**src/rtl/pipe_stage_skid.sv**
```systemverilog
// -----------------------------------------------------------------------------
// pipe_stage_skid
//
// Inter-stage pipeline register for the 5-stage CPU (IF/ID, ID/EX, EX/MEM,
// MEM/WB). It carries a valid/ready handshake and a 2-entry skid buffer, so a
// stage can stall through backpressure without a global enable. A synchronous
// flush kills every stored entry. An empty slot presents a configurable bubble
// word. All-zero is sll $0,$0,0, which is a NOP.
//
// Storage:
//   M (main) drives out_data. S (skid) catches one extra word when the
//   downstream stage stalls in the same cycle that upstream delivers.
//
// Ports:
//   clk        in   1       rising-edge clock
//   reset      in   1       asynchronous, active-high; clears all state
//   flush      in   1       synchronous kill of every stored entry
//   in_valid   in   1       upstream offers in_data
//   in_ready   out  1       this block accepts in_data this cycle (registered)
//   in_data    in   DATA_W  upstream payload
//   out_valid  out  1       out_data holds a live instruction (registered)
//   out_ready  in   1       downstream consumes out_data this cycle
//   out_data   out  DATA_W  payload to downstream stage
//   occupancy  out  2       entries held: 0, 1 or 2
// -----------------------------------------------------------------------------
module pipe_stage_skid #(
  parameter int                 DATA_W      = 197,
  parameter bit                 BUBBLE_ZERO = 1'b1,
  parameter logic [DATA_W-1:0]  BUBBLE_VAL  = '0
) (
  input  logic              clk,
  input  logic              reset,
  input  logic              flush,
  input  logic              in_valid,
  output logic              in_ready,
  input  logic [DATA_W-1:0] in_data,
  output logic              out_valid,
  input  logic              out_ready,
  output logic [DATA_W-1:0] out_data,
  output logic [1:0]        occupancy
);

  typedef enum logic [1:0] {
    ST_EMPTY = 2'd0,
    ST_ONE   = 2'd1,
    ST_FULL  = 2'd2
  } state_t;

  state_t            state_q, state_d;
  logic [DATA_W-1:0] m_q, m_d;
  logic [DATA_W-1:0] s_q, s_d;
  logic              out_valid_q, out_valid_d;
  logic              in_ready_q, in_ready_d;
  logic [1:0]        occupancy_q, occupancy_d;

  logic accept;
  logic consume;

  // Handshakes use only the registered ready/valid. in_ready therefore has
  // no combinational path from out_ready.
  assign accept  = in_valid & in_ready_q;
  assign consume = out_valid_q & out_ready;

  always_comb begin
    state_d = state_q;
    m_d     = m_q;
    s_d     = s_q;

    if (flush) begin
      // A same-cycle accept is dropped. A same-cycle consume was already
      // seen by downstream, so clearing the storage is enough.
      state_d = ST_EMPTY;
      m_d     = BUBBLE_VAL;
      s_d     = BUBBLE_VAL;
    end else begin
      unique case (state_q)
        ST_EMPTY: begin
          if (accept) begin
            state_d = ST_ONE;
            m_d     = in_data;
          end
        end
        ST_ONE: begin
          if (accept && consume) begin
            m_d = in_data;
          end else if (accept) begin
            // Downstream stalled, so park the new word in the skid reg.
            state_d = ST_FULL;
            s_d     = in_data;
          end else if (consume) begin
            // M keeps its payload, so out_data can hold it when BUBBLE_ZERO=0.
            state_d = ST_EMPTY;
          end
        end
        ST_FULL: begin
          // in_ready is low here, so accept cannot occur.
          if (consume) begin
            state_d = ST_ONE;
            m_d     = s_q;
          end
        end
        default: begin
          state_d = ST_EMPTY;
        end
      endcase
    end
  end

  // The status outputs are registered copies derived from the next state.
  always_comb begin
    out_valid_d = (state_d != ST_EMPTY);
    in_ready_d  = (state_d != ST_FULL);
    unique case (state_d)
      ST_EMPTY: occupancy_d = 2'd0;
      ST_ONE:   occupancy_d = 2'd1;
      ST_FULL:  occupancy_d = 2'd2;
      default:  occupancy_d = 2'd0;
    endcase
  end

  always_ff @(posedge clk or posedge reset) begin
    if (reset) begin
      state_q     <= ST_EMPTY;
      m_q         <= BUBBLE_VAL;
      s_q         <= BUBBLE_VAL;
      out_valid_q <= 1'b0;
      in_ready_q  <= 1'b1;
      occupancy_q <= 2'd0;
    end else begin
      state_q     <= state_d;
      m_q         <= m_d;
      s_q         <= s_d;
      out_valid_q <= out_valid_d;
      in_ready_q  <= in_ready_d;
      occupancy_q <= occupancy_d;
    end
  end

  assign in_ready  = in_ready_q;
  assign out_valid = out_valid_q;
  assign occupancy = occupancy_q;

  generate
    if (BUBBLE_ZERO) begin : g_bubble
      assign out_data = out_valid_q ? m_q : BUBBLE_VAL;
    end else begin : g_hold
      assign out_data = m_q;
    end
  endgenerate

endmodule

```
**config.mk**
```make
export PLATFORM = sky130hd
export DESIGN_NAME = pipe_stage_skid
export DESIGN_NICKNAME = d
export VERILOG_FILES = /design/src/rtl/pipe_stage_skid.sv
export SDC_FILE = /design/constraint.sdc
export NUM_CORES = 1
export LEC_CHECK = 0
export CAP_MARGIN = 0
export CORE_MARGIN = 8
export CORE_UTILIZATION = 57
export DETAILED_ROUTE_END_ITERATION = 10
export PLACE_DENSITY = 0.87
export SLEW_MARGIN = 10
export SYNTH_ARGS = -nofsm -noshare
export SYNTH_HDL_FRONTEND = slang
export SYNTH_SLANG_ARGS = --single-unit
```
**constraint.sdc**
```tcl
create_clock -name clk -period 28.5 [get_ports clk]
set_clock_uncertainty 0.15 [all_clocks]
set_input_delay 5.7 -clock clk [delete_from_list [all_inputs] [get_ports clk]]
set_output_delay 5.7 -clock clk [all_outputs]
set_load 0.03 [all_outputs]
```
==> out/results.txt <==
status -> completed
drt total wl -> 65,400 µm
Max Buffers Root-to-Sink -> 3
#FFs+latches synth -> 400
hold crit path type -> reg -> reg
DRT Pass-1 Iters -> 8
Die H -> 207 µm
reg-to-reg slack, setup -> 23,530 ps
DP Wirelength -> 38,000 µm
DRT iter0 DRCs -> 2,220
Synth warnings -> 0
post-synthesis sequential area ratio -> 48.3%
CP arrival -> 3470 ps
final hold vios -> 0
Min Hold Slack -> 380 ps
root buf cell -> clkbuf_16
critical path type -> reg -> out
Layout Cell Area excl Fill -> 25,800 µm²
cts hold-fix bufs -> 0
die area -> 42,700 µm²
clock sinks -> 400
crit start category -> flop
Routed Antenna Nets -> 0
fmax -> 0.107 GHz
routability congestion estimate -> 0.846
setup TNS -> 0 ps
Placed Cells -> 2,697
overall routing resource usage -> 29.4%
WP data required -> 22,650 ps
Overflow after GRT -> 0
TritonCTS Buffers -> 43
slew margin rel. -> 15.6%
fin cells -> 2,787
Power Density -> 59.8 nW/µm²
first-pass GRT wire length -> 102,000 µm
Crit Path Max Fanout -> 111
layout cells sized above 1 -> 4.51%
routed len/inst -> 23.5 µm
Leak -> 11.2 nW
initial antenna violation count -> 15
number of vias per cell -> 6.80
Final setup viols -> 0
die width -> 207 µm
Synth cell types -> 29
nets -> 2,476
cells after synthesis -> 2,088
fin crit period -> 9320 ps
setup bufs post-CTS -> 0
row cnt -> 70
PortBufs -> 402
crit path capture type -> primary output
synth-to-layout area growth -> 24.6%
routed via count -> 19,000
max_cap viols -> 0
largest net degree at the start of global routing -> 267
core area -> 36,200 µm²
# resized after CTS -> 0
Final Max Tran Viols -> 0
Syn Std Cell Area -> 20,700 µm²
Syn Nets -> 2,290
H-tree levels -> 2
CTS tree -> yes
Synth Area per Inst -> 9.92 µm²
IO Count -> 403
Initial Util -> 57.3%
Worst VDD drop -> 0.0000582 V
RSZ-0062 raised after global routing -> false
Worst-Skew Late Latency -> 540 ps
number of global-route vias before repair -> 18,500
Post-DP Area -> 24,400 µm²
clock slew at reported path FFs -> 60 ps
Post-route DRC -> 0
period utilisation layout -> 32.7%
Worst-Margin Slew -> 1270 ps
registers in the layout, summed over array words and instances, names as in the netlist:
register and count:
m_q 197, occupancy 2, in_ready 1, s_q 197, out_valid 1, state_q 2
cell families after synthesis:
logic type	Yosys count	share of synthesized area [%]
AO/OA/AOI/OAI	799	25.5
buffers and inverters	288	5.62
flip-flops	400	48.3
multiplexers	198	9.57
AND/OR/NAND/NOR	403	11.0
routing by layer:
metal | track usage, % | vias up | part of all wire (%)
met1 | 38.7 | 9437 | 39
met3 | 5.68 | 190 | 9.0
li1 | - | 8287 | -
met4 | 15.4 | 8 | 5.1
met2 | 45.8 | 1035 | 47
met5 | 0 | - | 0.087
synthesized netlist by cell type:
library cell | n | area [µm²]
a21boi_0 | 1 | 7.51
inv_2 | 1 | 3.75
o31ai_1 | 197 | 1480
a211o_1 | 1 | 8.76
clkbuf_1 | 238 | 893
a211oi_1 | 2 | 15.0
buf_4 | 14 | 105
inv_1 | 1 | 3.75
and2_1 | 198 | 1240
buf_2 | 24 | 120
dfrtp_1 | 399 | 9980
nor2b_1 | 1 | 6.26
a221oi_4 | 1 | 26.3
a21bo_1 | 1 | 10.0
nand4b_1 | 1 | 8.76
nand3_1 | 197 | 986
a21o_1 | 1 | 7.51
a21oi_1 | 199 | 996
nand3b_1 | 1 | 7.51
buf_1 | 10 | 37.5
dfstp_2 | 1 | 26.3
mux2i_1 | 198 | 1980
o21ai_0 | 197 | 986
o32ai_1 | 2 | 17.5
o2111ai_1 | 197 | 1730
nand2_1 | 2 | 7.51
nand2b_1 | 1 | 6.26
and3b_1 | 1 | 8.76
or2_2 | 1 | 6.26
metrics by stage:
step	utilization, %	setup WS (ps)	power, W
2_1_floorplan	-	11530	0.000875
3_3_place_gp	67.5	19080	0.000993
3_5_place_dp	67.5	18910	0.00100
4_1_cts	71.2	19170	0.00154
5_1_grt	71.3	18990	0.00160
6_report	71.3	19180	0.00154
worst max-delay path: stages (launching register included):
cell             delay, ps
dfrtp_4               1040
buf_4                  800
and2_1                 310
clkdlybuf4s50_1        700
power by group:
| group | internal, W | leakage [nW] | switching (W) |
|---|---|---|---|
| Sequential | 0.000618 | 5.36 | 0.0000333 |
| Clock | 0.000313 | 0.674 | 0.000231 |
| Combinational | 0.000121 | 5.20 | 0.000226 |
cell usage in the layout (no fill, tap or decap):
master and instances:
a211o_1 1, a211oi_1 2, a21bo_4 1, a21boi_4 1, a21o_1 1, a21oi_1 199, a221oi_4 1, and2_1 198
and3b_4 1, buf_12 1, buf_4 24, buf_8 1, bufinv_16 2, clkbuf_1 10, clkbuf_16 43, clkbuf_8 6
clkdlybuf4s50_1 401, clkinv_2 12, clkinvlp_4 2, dfrtp_1 398, dfrtp_4 1, dfstp_2 1, diode_2 12, inv_6 4
inv_8 1, mux2i_1 198, nand2_1 2, nand2b_4 1, nand3_1 197, nand3b_1 1, nand4b_1 1, nor2b_1 1
o2111ai_1 197, o21ai_0 197, o31ai_1 197, o32ai_1 2, or2_2 1
final cells by class:
class	instances	area (µm²)
inverter	2	20.0
sequential	400	10000
antenna	12	30.0
multi-input combinational	1400	9570
clock buffer	59	1200
tap	468	586
clock inverter	19	161
timing repair buffer	427	4230
fill	2580	10400
path summary, 6_finish.rpt:
kind | from | endpoint | depth (start not counted)
max | out_valid$_DFF_PP0_ | out_data[155] | 3
min | m_q[105]$_DFFE_PP0P_ | m_q[105]$_DFFE_PP0P_ | 2
max reg2reg | out_valid$_DFF_PP0_ | m_q[56]$_DFFE_PP0P_ | 6
min reg2reg | m_q[105]$_DFFE_PP0P_ | m_q[105]$_DFFE_PP0P_ | 2
max in group asynchronous | reset | m_q[31]$_DFFE_PP0P_ | 4
min in group asynchronous | reset | m_q[125]$_DFFE_PP0P_ | 2
No activity file was read; power rests on OpenSTA's default activity.
